File: config.mk
export PLATFORM = sky130hd
export DESIGN_NAME = multicycle_controller
export DESIGN_NICKNAME = d
export VERILOG_FILES = /design/src/rtl/arm_ctrl_pkg.sv /design/src/rtl/cond_unit.sv /design/src/rtl/multicycle_controller.sv
export SDC_FILE = /design/constraint.sdc
export NUM_CORES = 1
export LEC_CHECK = 0
export ABC_CLOCK_PERIOD_IN_PS = 4200
export CORE_ASPECT_RATIO = 0.9
export CORE_UTILIZATION = 45
export DETAILED_ROUTE_END_ITERATION = 16
export GPL_ROUTABILITY_DRIVEN = 0
export GPL_TIMING_DRIVEN = 0
export PLACE_DENSITY = 0.83
export SLEW_MARGIN = 20
export SYNTH_ARGS = -nofsm -noshare
export SYNTH_HDL_FRONTEND = slang
export SYNTH_SLANG_ARGS = --single-unit
File: constraint.sdc
create_clock -name clk -period 4.2 [get_ports clk]
set_input_delay 0.42 -clock clk [delete_from_list [all_inputs] [get_ports clk]]
set_output_delay 0.42 -clock clk [all_outputs]
set_load 0.01 [all_outputs]
File: src/rtl/arm_ctrl_pkg.sv
// ============================================================================
// Module   : arm_ctrl_pkg
// Desc     : States, ALU codes, condition codes and mux encodings for the multicycle controller.
// Revision : 1.0 - initial release
// ============================================================================
`default_nettype none

package arm_ctrl_pkg;

  typedef enum logic [3:0] {
    S_FETCH  = 4'd0,
    S_DECODE = 4'd1,
    S_MEMADR = 4'd2,
    S_MEMRD  = 4'd3,
    S_MEMWB  = 4'd4,
    S_MEMWR  = 4'd5,
    S_EXECR  = 4'd6,
    S_EXECI  = 4'd7,
    S_ALUWB  = 4'd8,
    S_BRANCH = 4'd9
  } state_t;

  localparam int c_alu_add = 0;
  localparam int c_alu_sub = 1;
  localparam int c_alu_and = 2;
  localparam int c_alu_orr = 3;
  localparam int c_alu_eor = 4;

  // Data-processing cmd field, instruction bits 24:21
  localparam logic [3:0] c_cmd_and = 4'b0000;
  localparam logic [3:0] c_cmd_eor = 4'b0001;
  localparam logic [3:0] c_cmd_sub = 4'b0010;
  localparam logic [3:0] c_cmd_add = 4'b0100;
  localparam logic [3:0] c_cmd_tst = 4'b1000;
  localparam logic [3:0] c_cmd_cmp = 4'b1010;
  localparam logic [3:0] c_cmd_orr = 4'b1100;

  localparam logic [3:0] c_cond_eq = 4'b0000;
  localparam logic [3:0] c_cond_ne = 4'b0001;
  localparam logic [3:0] c_cond_cs = 4'b0010;
  localparam logic [3:0] c_cond_cc = 4'b0011;
  localparam logic [3:0] c_cond_mi = 4'b0100;
  localparam logic [3:0] c_cond_pl = 4'b0101;
  localparam logic [3:0] c_cond_vs = 4'b0110;
  localparam logic [3:0] c_cond_vc = 4'b0111;
  localparam logic [3:0] c_cond_hi = 4'b1000;
  localparam logic [3:0] c_cond_ls = 4'b1001;
  localparam logic [3:0] c_cond_ge = 4'b1010;
  localparam logic [3:0] c_cond_lt = 4'b1011;
  localparam logic [3:0] c_cond_gt = 4'b1100;
  localparam logic [3:0] c_cond_le = 4'b1101;
  localparam logic [3:0] c_cond_al = 4'b1110;

  localparam logic [1:0] c_res_aluout = 2'b00;
  localparam logic [1:0] c_res_rdata  = 2'b01;
  localparam logic [1:0] c_res_alu    = 2'b10;

  localparam logic [1:0] c_srcb_reg  = 2'b00;
  localparam logic [1:0] c_srcb_imm  = 2'b01;
  localparam logic [1:0] c_srcb_four = 2'b10;

endpackage

`default_nettype wire

File: src/rtl/cond_unit.sv
// ============================================================================
// Module   : cond_unit
// Desc     : Combinational ARM condition check of Cond against registered NZCV.
// Revision : 1.0 - initial release
// ============================================================================
`default_nettype none

module cond_unit
  import arm_ctrl_pkg::*;
(
  input  logic [3:0] i_cond,
  input  logic [3:0] i_flags,
  output logic       o_condex
);

  logic w_n, w_z, w_c, w_v;

  assign {w_n, w_z, w_c, w_v} = i_flags;

  always_comb begin
    o_condex = 1'b0;
    case (i_cond)
      c_cond_eq: o_condex = w_z;
      c_cond_ne: o_condex = ~w_z;
      c_cond_cs: o_condex = w_c;
      c_cond_cc: o_condex = ~w_c;
      c_cond_mi: o_condex = w_n;
      c_cond_pl: o_condex = ~w_n;
      c_cond_vs: o_condex = w_v;
      c_cond_vc: o_condex = ~w_v;
      c_cond_hi: o_condex = w_c & ~w_z;
      c_cond_ls: o_condex = ~w_c | w_z;
      c_cond_ge: o_condex = (w_n == w_v);
      c_cond_lt: o_condex = (w_n != w_v);
      c_cond_gt: o_condex = ~w_z & (w_n == w_v);
      c_cond_le: o_condex = w_z | (w_n != w_v);
      c_cond_al: o_condex = 1'b1;
      default:   o_condex = 1'b0;
    endcase
  end

endmodule

`default_nettype wire

File: src/rtl/multicycle_controller.sv
// ============================================================================
// Module   : multicycle_controller
// Desc     : Multicycle ARM control FSM with NZCV flags, condition gating and
//            memory-ready stall with bounded wait. DECODER_EXT_OPS_EN adds EOR/CMP/TST.
// Revision : 1.0 - initial release
// ============================================================================
`default_nettype none

module multicycle_controller
  import arm_ctrl_pkg::*;
#(
  parameter int ALUCTL_W  = 3,
  parameter int TIMEOUT_W = 8
) (
  input  logic                clk,
  input  logic                rst_n,
  input  logic [3:0]          Cond,
  input  logic [1:0]          Op,
  input  logic [5:0]          Funct,
  input  logic [3:0]          Rd,
  input  logic [3:0]          ALUFlags,
  input  logic                MemReady,
  output logic                PCWrite,
  output logic                RegW,
  output logic                MemW,
  output logic                IRWrite,
  output logic                AdrSrc,
  output logic                ALUSrcA,
  output logic [1:0]          ALUSrcB,
  output logic [1:0]          ResultSrc,
  output logic [1:0]          ImmSrc,
  output logic [1:0]          RegSrc,
  output logic [ALUCTL_W-1:0] ALUControl,
  output logic                BusErr,
  output logic                Undef
);

`ifdef DECODER_EXT_OPS_EN
  localparam bit c_ext_ops = 1'b1;
`else
  localparam bit c_ext_ops = 1'b0;
`endif

  generate
    if (ALUCTL_W < 2) begin : g_aluctl_w_min
      $error("multicycle_controller: ALUCTL_W must be at least 2");
    end
    if (c_ext_ops && (ALUCTL_W < 3)) begin : g_aluctl_w_ext
      $error("multicycle_controller: extended ops need ALUCTL_W of at least 3");
    end
  endgenerate

  state_t                r_state, w_next;
  logic [TIMEOUT_W-1:0]  r_wait;
  logic [3:0]            r_flags;
  logic                  r_condex_q;
  logic                  w_condex;

  logic                  w_dp_valid, w_dp_cv, w_dp_cmp, w_dp_write, w_flag_upd;
  logic [ALUCTL_W-1:0]   w_dp_alu;
  logic                  w_wait_state, w_timeout;
  logic                  w_pcw, w_regw, w_memw, w_irw, w_undef;

  cond_unit u_cond_unit (
    .i_cond   (Cond),
    .i_flags  (r_flags),
    .o_condex (w_condex)
  );

  always_comb begin
    w_dp_valid = 1'b1;
    w_dp_alu   = ALUCTL_W'(c_alu_add);
    w_dp_cv    = 1'b0;
    w_dp_cmp   = 1'b0;
    case (Funct[4:1])
      c_cmd_add: begin w_dp_alu = ALUCTL_W'(c_alu_add); w_dp_cv = 1'b1; end
      c_cmd_sub: begin w_dp_alu = ALUCTL_W'(c_alu_sub); w_dp_cv = 1'b1; end
      c_cmd_and: w_dp_alu = ALUCTL_W'(c_alu_and);
      c_cmd_orr: w_dp_alu = ALUCTL_W'(c_alu_orr);
      c_cmd_eor: begin w_dp_valid = c_ext_ops; w_dp_alu = ALUCTL_W'(c_alu_eor); end
      c_cmd_cmp: begin
        w_dp_valid = c_ext_ops; w_dp_alu = ALUCTL_W'(c_alu_sub);
        w_dp_cv    = 1'b1;      w_dp_cmp = 1'b1;
      end
      c_cmd_tst: begin
        w_dp_valid = c_ext_ops; w_dp_alu = ALUCTL_W'(c_alu_and); w_dp_cmp = 1'b1;
      end
      default:   w_dp_valid = 1'b0;
    endcase
  end

  assign w_dp_write   = w_dp_valid & ~w_dp_cmp;
  assign w_flag_upd   = w_dp_valid & w_condex & (Funct[0] | w_dp_cmp);
  assign w_wait_state = (r_state == S_FETCH) || (r_state == S_MEMRD) || (r_state == S_MEMWR);
  assign w_timeout    = w_wait_state && !MemReady && (r_wait == '1);

  always_comb begin
    w_next     = r_state;
    w_pcw      = 1'b0;
    w_regw     = 1'b0;
    w_memw     = 1'b0;
    w_irw      = 1'b0;
    w_undef    = 1'b0;
    AdrSrc     = 1'b0;
    ALUSrcA    = 1'b0;
    ALUSrcB    = c_srcb_reg;
    ResultSrc  = c_res_aluout;
    ALUControl = ALUCTL_W'(c_alu_add);
    case (r_state)
      S_FETCH: begin
        ALUSrcA   = 1'b1;
        ALUSrcB   = c_srcb_four;
        ResultSrc = c_res_alu;
        if (MemReady) begin
          w_irw  = 1'b1;
          w_pcw  = 1'b1;
          w_next = S_DECODE;
        end
      end
      S_DECODE: begin
        ALUSrcA   = 1'b1;
        ALUSrcB   = c_srcb_four;
        ResultSrc = c_res_alu;
        case (Op)
          2'b00:   w_next = Funct[5] ? S_EXECI : S_EXECR;
          2'b01:   w_next = S_MEMADR;
          2'b10:   w_next = S_BRANCH;
          default: begin w_next = S_FETCH; w_undef = 1'b1; end
        endcase
      end
      S_MEMADR: begin
        ALUSrcB = c_srcb_imm;
        w_next  = Funct[0] ? S_MEMRD : S_MEMWR;
      end
      S_MEMRD: begin
        AdrSrc = 1'b1;
        if (MemReady) w_next = S_MEMWB;
      end
      S_MEMWB: begin
        ResultSrc = c_res_rdata;
        w_regw    = w_condex;
        w_next    = S_FETCH;
      end
      S_MEMWR: begin
        AdrSrc = 1'b1;
        w_memw = w_condex & ~w_timeout;
        if (MemReady) w_next = S_FETCH;
      end
      S_EXECR, S_EXECI: begin
        ALUSrcB    = (r_state == S_EXECI) ? c_srcb_imm : c_srcb_reg;
        ALUControl = w_dp_alu;
        w_next     = S_ALUWB;
      end
      S_ALUWB: begin
        // Uses the condition latched before this instruction's own flag update
        w_regw = r_condex_q & w_dp_write;
        w_pcw  = r_condex_q & w_dp_write & (Rd == 4'hf);
        w_next = S_FETCH;
      end
      S_BRANCH: begin
        ALUSrcB   = c_srcb_imm;
        ResultSrc = c_res_alu;
        w_pcw     = w_condex;
        w_next    = S_FETCH;
      end
      default: w_next = S_FETCH;
    endcase
    if (w_timeout) w_next = S_FETCH;
  end

  assign PCWrite = rst_n & w_pcw;
  assign RegW    = rst_n & w_regw;
  assign MemW    = rst_n & w_memw;
  assign IRWrite = rst_n & w_irw;
  assign BusErr  = rst_n & w_timeout;
  assign Undef   = rst_n & w_undef;
  assign ImmSrc  = Op;
  assign RegSrc  = {Op == 2'b01, Op == 2'b10};

  always_ff @(posedge clk) begin
    if (!rst_n) begin
      r_state    <= S_FETCH;
      r_wait     <= '0;
      r_flags    <= 4'b0000;
      r_condex_q <= 1'b0;
    end else begin
      r_state <= w_next;
      if (w_wait_state && !MemReady && !w_timeout)
        r_wait <= r_wait + TIMEOUT_W'(1);
      else
        r_wait <= '0;
      if ((r_state == S_EXECR) || (r_state == S_EXECI)) begin
        r_condex_q <= w_condex;
        if (w_flag_upd) begin
          r_flags[3:2] <= ALUFlags[3:2];
          if (w_dp_cv) r_flags[1:0] <= ALUFlags[1:0];
        end
      end
    end
  end

endmodule

`default_nettype wire
### After elaboration in Yosys (flattened, before gate mapping)

Index checks and enable logic that the tools add are counted.

| cells by class | value |
|---|---|
| add/subtract/negate cells | 1 |
| equality and inequality tests | 38 |
| mux-type cells | 25 |
| bitwise operators | 24 |
| reductions and logical operators | 28 |

Operators by type and width:

| kind | number |
|---|---|
| equality test 4 bit, second input constant | 13 |
| equality test 4 x 3 -> 1 bit, second input constant | 9 |
| one-hot mux 4 bit (6 select lines) | 1 |
| equality test 4 x 2 -> 1 bit, second input constant | 5 |
| OR reduction 2 bit | 8 |
| one-hot mux 1 bit (15 select lines) | 1 |
| bitwise AND 1 bit | 14 |
| equality test 4 x 1 -> 1 bit, second input constant | 3 |
| zero test 4 bit | 3 |
| two-way mux 1 bit | 12 |
| two-way mux 4 bit | 3 |
| one-hot mux 3 bit (4 select lines) | 1 |
| one-hot mux 4 bit (3 select lines) | 1 |
| OR reduction 3 bit | 3 |
| adder 8 x 1 -> 8 bit, second input constant | 1 |
| equality test 8 bit, second input constant | 1 |
| NOT 1 bit | 7 |
| two-way mux 3 bit | 2 |
| inequality test 2 bit, second input constant | 3 |
| one-hot mux 2 bit (3 select lines) | 1 |
| AND reduction 3 bit | 2 |
| one-hot mux 2 bit (2 select lines) | 1 |
| AND reduction 2 bit | 2 |
| OR reduction 4 bit | 1 |
| other kinds (11) | 18 |

| storage, ports and cells | value |
|---|---|
| register bits after elaboration | 17 |
| bits of input ports | 23 |
| output and inout bits | 19 |
| logic and storage cells | 121 |

### Logic depth before layout (Yosys ltp)

| logic depth | value |
|---|---|
| word-level depth | 9 |
| depth in mapped cells | 7 |
| mapped depth without buffers | 6 |

### Cells and area by module

From an unflattened synthesis, not the netlist that was laid out.

| unflattened totals | value |
|---|---|
| cells, all modules | 167 |
| area, all modules | 1312.5 um^2 |

Modules (own cells, without submodules):

| module | instances | cells an instance | area each (um^2) | sequential area each (um^2) |
|---|---|---|---|---|
| multicycle_controller | 1 | 139 | 1118.6 | 340.3 |
| cond_unit | 1 | 28 | 193.9 | 0.0 |

### Worst setup path before layout

OpenSTA, ideal clock, no wires.

| timing | value |
|---|---|
| kind | input-to-output |
| start point | input port Cond[2] |
| end point | output port MemW |
| data arrival time | 1.772 ns |
| setup slack | 2.008 ns |
| cell stages on the path | 7 |
| cells stage by stage | buf_2 mux2i_1 xnor2_1 a21oi_1 a41oi_1 nor2_1 nor4_1 |

| on the way | value |
|---|---|
| longest elaborated chain between the ends | 5 |
| elaborated cells between the ends (all ways) | 19 |
| classes of those cells | eq/ne: 14; mux: 2; bitwise: 2; reduce/logical: 1 |

Ends and longest elaborated chain:

| element | line | source |
|---|---|---|
| start, declared | multicycle_controller.sv:17 | `input logic [3:0] Cond,` |
| equality test 4 bit, or another cell as far along | cond_unit.sv:22 | `case (i_cond)` |
| one-hot mux 1 bit (15 select lines) * | cond_unit.sv:22 |  |
| bitwise AND 1 bit * | multicycle_controller.sv:146 | `w_memw = w_condex & ~w_timeout;` |
| two-way mux 1 bit * | multicycle_controller.sv:109 | `case (r_state)` |
| bitwise AND 1 bit * | multicycle_controller.sv:173 | `assign MemW = rst_n & w_memw;` |
| end, declared | multicycle_controller.sv:25 | `output logic MemW,` |

Every way passes the cells marked *; elsewhere a longest branch is shown, timed or not.

### Worst setup path after layout

| timing | value |
|---|---|
| start point | input port Cond[0] |
| end point | output port MemW |

Same word-level chain as after synthesis.

==> results_dict.tcl <==
set metrics [dict create \
    cts.sinks 17 \
    die_y_um 53.2 \
    grt_max_degree 11 \
    port_buffers 39 \
    yosysUniqueCellTypes 45 \
    rsz0062_at_grt "no" \
    min_period_ps 3130 \
    wirelength_mm 2.96 \
    setup_viol 0 \
    wl_per_cell_um 11.3 \
    cts_max_level 1 \
    tritoncts "done" \
    root_buffer "clkbuf_4" \
    yosysSeqAreaShare 0.260 \
    worstMarginPinSlew_ps 601 \
    num_vias 1336 \
    synth.avg_cell_area_um2 7.37 \
    min_delay_worst_endpoint "r_wait[0]$_SDFF_PN0_" \
    ys_ff_latch 17 \
    grt.overflow.total 0 \
    register_area_um2 340 \
    yosys_warnings 0 \
    end_kind "output pin" \
    r2r-start "r_wait[0]$_SDFF_PN0_" \
    yosysTopAreaCellShare 0.260 \
    worstSetupPathType "in2out" \
    rows 18 \
    wl_met1_mm 1.47 \
    multi_input_area_um2 895 \
    finalPower_mw 0.364 \
    async_reset_ff_frac 0 \
    post_cts_buffers 0 \
    synth_cells 178 \
    worstPathRequired_ps 3780 \
    drcViolationCount 0 \
    drive_above_1_share 0.109 \
    arrival_ps 2710 \
    ios 42 \
    reg2regPathDepth 6 \
    start_kind "primary input" \
    holdPathStages 1 \
    ctsHoldBuffers 0 \
    drt-initial-drc-count 39 \
    start_util 0.477 \
    vias_per_cell 5.12 \
    die_w_um 58.9 \
    top_layer "met4" \
    powerDensity_nw_per_um2 205 \
    setup_tns_ps 0 \
    cts_buffers 3 \
    post-synth-top-area-cell "dfxtp_1" \
    period_share 0.746 \
    dr_wl_met3_um 161 \
    worstHoldStart "r_wait[0]$_SDFF_PN0_" \
    grt_pass1_wl_mm 4.75 \
    slew_violations 0 \
    dieArea_um2 3130 \
    dp_hpwl_mm 2.34 \
    cts-resized-gates 0 \
    postRouteAntennaNets 0 \
    min_path_type "reg2reg" \
    num_antenna_cells 0 \
    drv_cap 0 \
    cp_max_fo 6 \
    status "complete, no violations" \
    synth_fp_nets 202 \
    antenna_found_initial 0 \
    cts_buffer_depth 2 \
    whs_ps 478 \
    track_usage 0.197 \
    reg2reg_slack_ps 2390 \
    max_freq_ghz 0.319 \
    core_area_um2 2750 \
    synth_edf_count 0 \
    relSlewSlack 0.594 \
    insertion_delay_ps 290 \
    synthToLayoutAreaGrowth_pct 35.6 \
    synth-main-ff-cell "dfxtp_1" \
    fillerInstances 275 \
    hold_violations 0 \
    timing.rr.end "r_state[1]$_SDFFE_PP0P_" \
    grt_pass1_vias 1121 \
    p_leak_nw 0.641 \
    skew_ps 10.5 \
    clk_pin_slew_ps 80 \
    layout.nets 246 \
    synth_area_leaders "dfxtp_1 26%, nand2_1 6.0%, nor2_1 6.0%" \
    met2_wirelength_mm 1.31 \
    syn_area_um2 1310 \
    drt_pass1_iterations 4 \
    ir_worst_vdd_mv 0.207 \
]
Yosys cell counts, drive strengths merged, types with 2 or more instances:
library cell,count
clkbuf,4
o21ai,10
buf,6
nand3,8
nor4,3
inv,5
nor2b,8
nand2b,8
or2,2
o22ai,2
a21boi,2
mux2i,6
a21oi,8
a22oi,2
nand2,21
dfxtp,17
xor2,5
and3,2
xnor2,7
nand4,2
nor3,7
nor2,27
nand3b,2
power breakdown:
group,internal (mW),switching (mW)
clock network,0.0370,0.0489
registers,0.164,0.00304
logic,0.0574,0.0532
total,0.259,0.105
metal layers:
metal / up-vias / global-route usage
li1: 697 / -
met1: 604 / 0.274
met2: 33 / 0.320
met3: 2 / 0.0244
met4: 0 / 0.0476
met5: - / 0
state kept, by name, indices dropped and copies added (netlist names):
signal and cells:
r_wait 8, r_flags 4, r_state 4, r_condex_q 1
metrics by stage:
step,area [µm²],setup slack (ps),cells,util
4_1_cts,1780,1090,261,0.647
3_5_place_dp,1750,1100,257,0.638
2_1_floorplan,1310,2010,178,-
6_report,1780,1070,261,0.647
5_1_grt,1780,919,261,0.647
3_3_place_gp,1750,1050,257,0.638
final cells by class:
| class | count | share of cell area |
|---|---|---|
| buffer | 10 | 0.0324 |
| clock buffer | 4 | 0.0148 |
| inverter | 5 | 0.0106 |
| multi-input combinational | 146 | 0.503 |
| sequential | 17 | 0.191 |
| tap | 40 | 0.0281 |
| timing repair buffer | 39 | 0.220 |
cells in the final DEF, fill, tap and decap left out, drive strengths merged, types with 6 or more instances in the layout:
| master | n |
|---|---|
| nor3 | 7 |
| a21oi | 8 |
| buf | 6 |
| clkbuf | 8 |
| nand2b | 8 |
| clkdlybuf4s50 | 39 |
| nor2b | 8 |
| nor2 | 27 |
| xnor2 | 7 |
| nand2 | 21 |
| mux2i | 6 |
| o21ai | 10 |
| dfxtp | 17 |
| nand3 | 8 |
critical path, cell delays in order:
cell             delay (ps)
clkdlybuf4s50_1         580
nor3b_1                 210
o211ai_1                140
a41oi_1                 380
nor2_1                  130
nor4_1                  260
clkdlybuf4s50_1         590
how the worst max path moves through the flow:
stage	start	end	slack (ps)	cells past startpoint
floorplan	Cond[2]	MemW	2010	7
global placement	Cond[0]	MemW	1050	7
detailed placement	Cond[0]	MemW	1100	7
CTS	Cond[0]	MemW	1090	7
global route	Cond[0]	MemW	920	7
finish	Cond[0]	MemW	1070	7
cell families (layout without fill, tap and decap cells):
kind of cell,after synthesis,count (layout),share of synthesized area
compound gates,31,31,0.147
xor+xnor,12,12,0.0802
fa+ha+maj,1,1,0.00954
buf+inv,15,58,0.0582
flops,17,17,0.260
mux,7,7,0.0544
simple gates,95,95,0.391
Power figures use the tool's default switching activity.
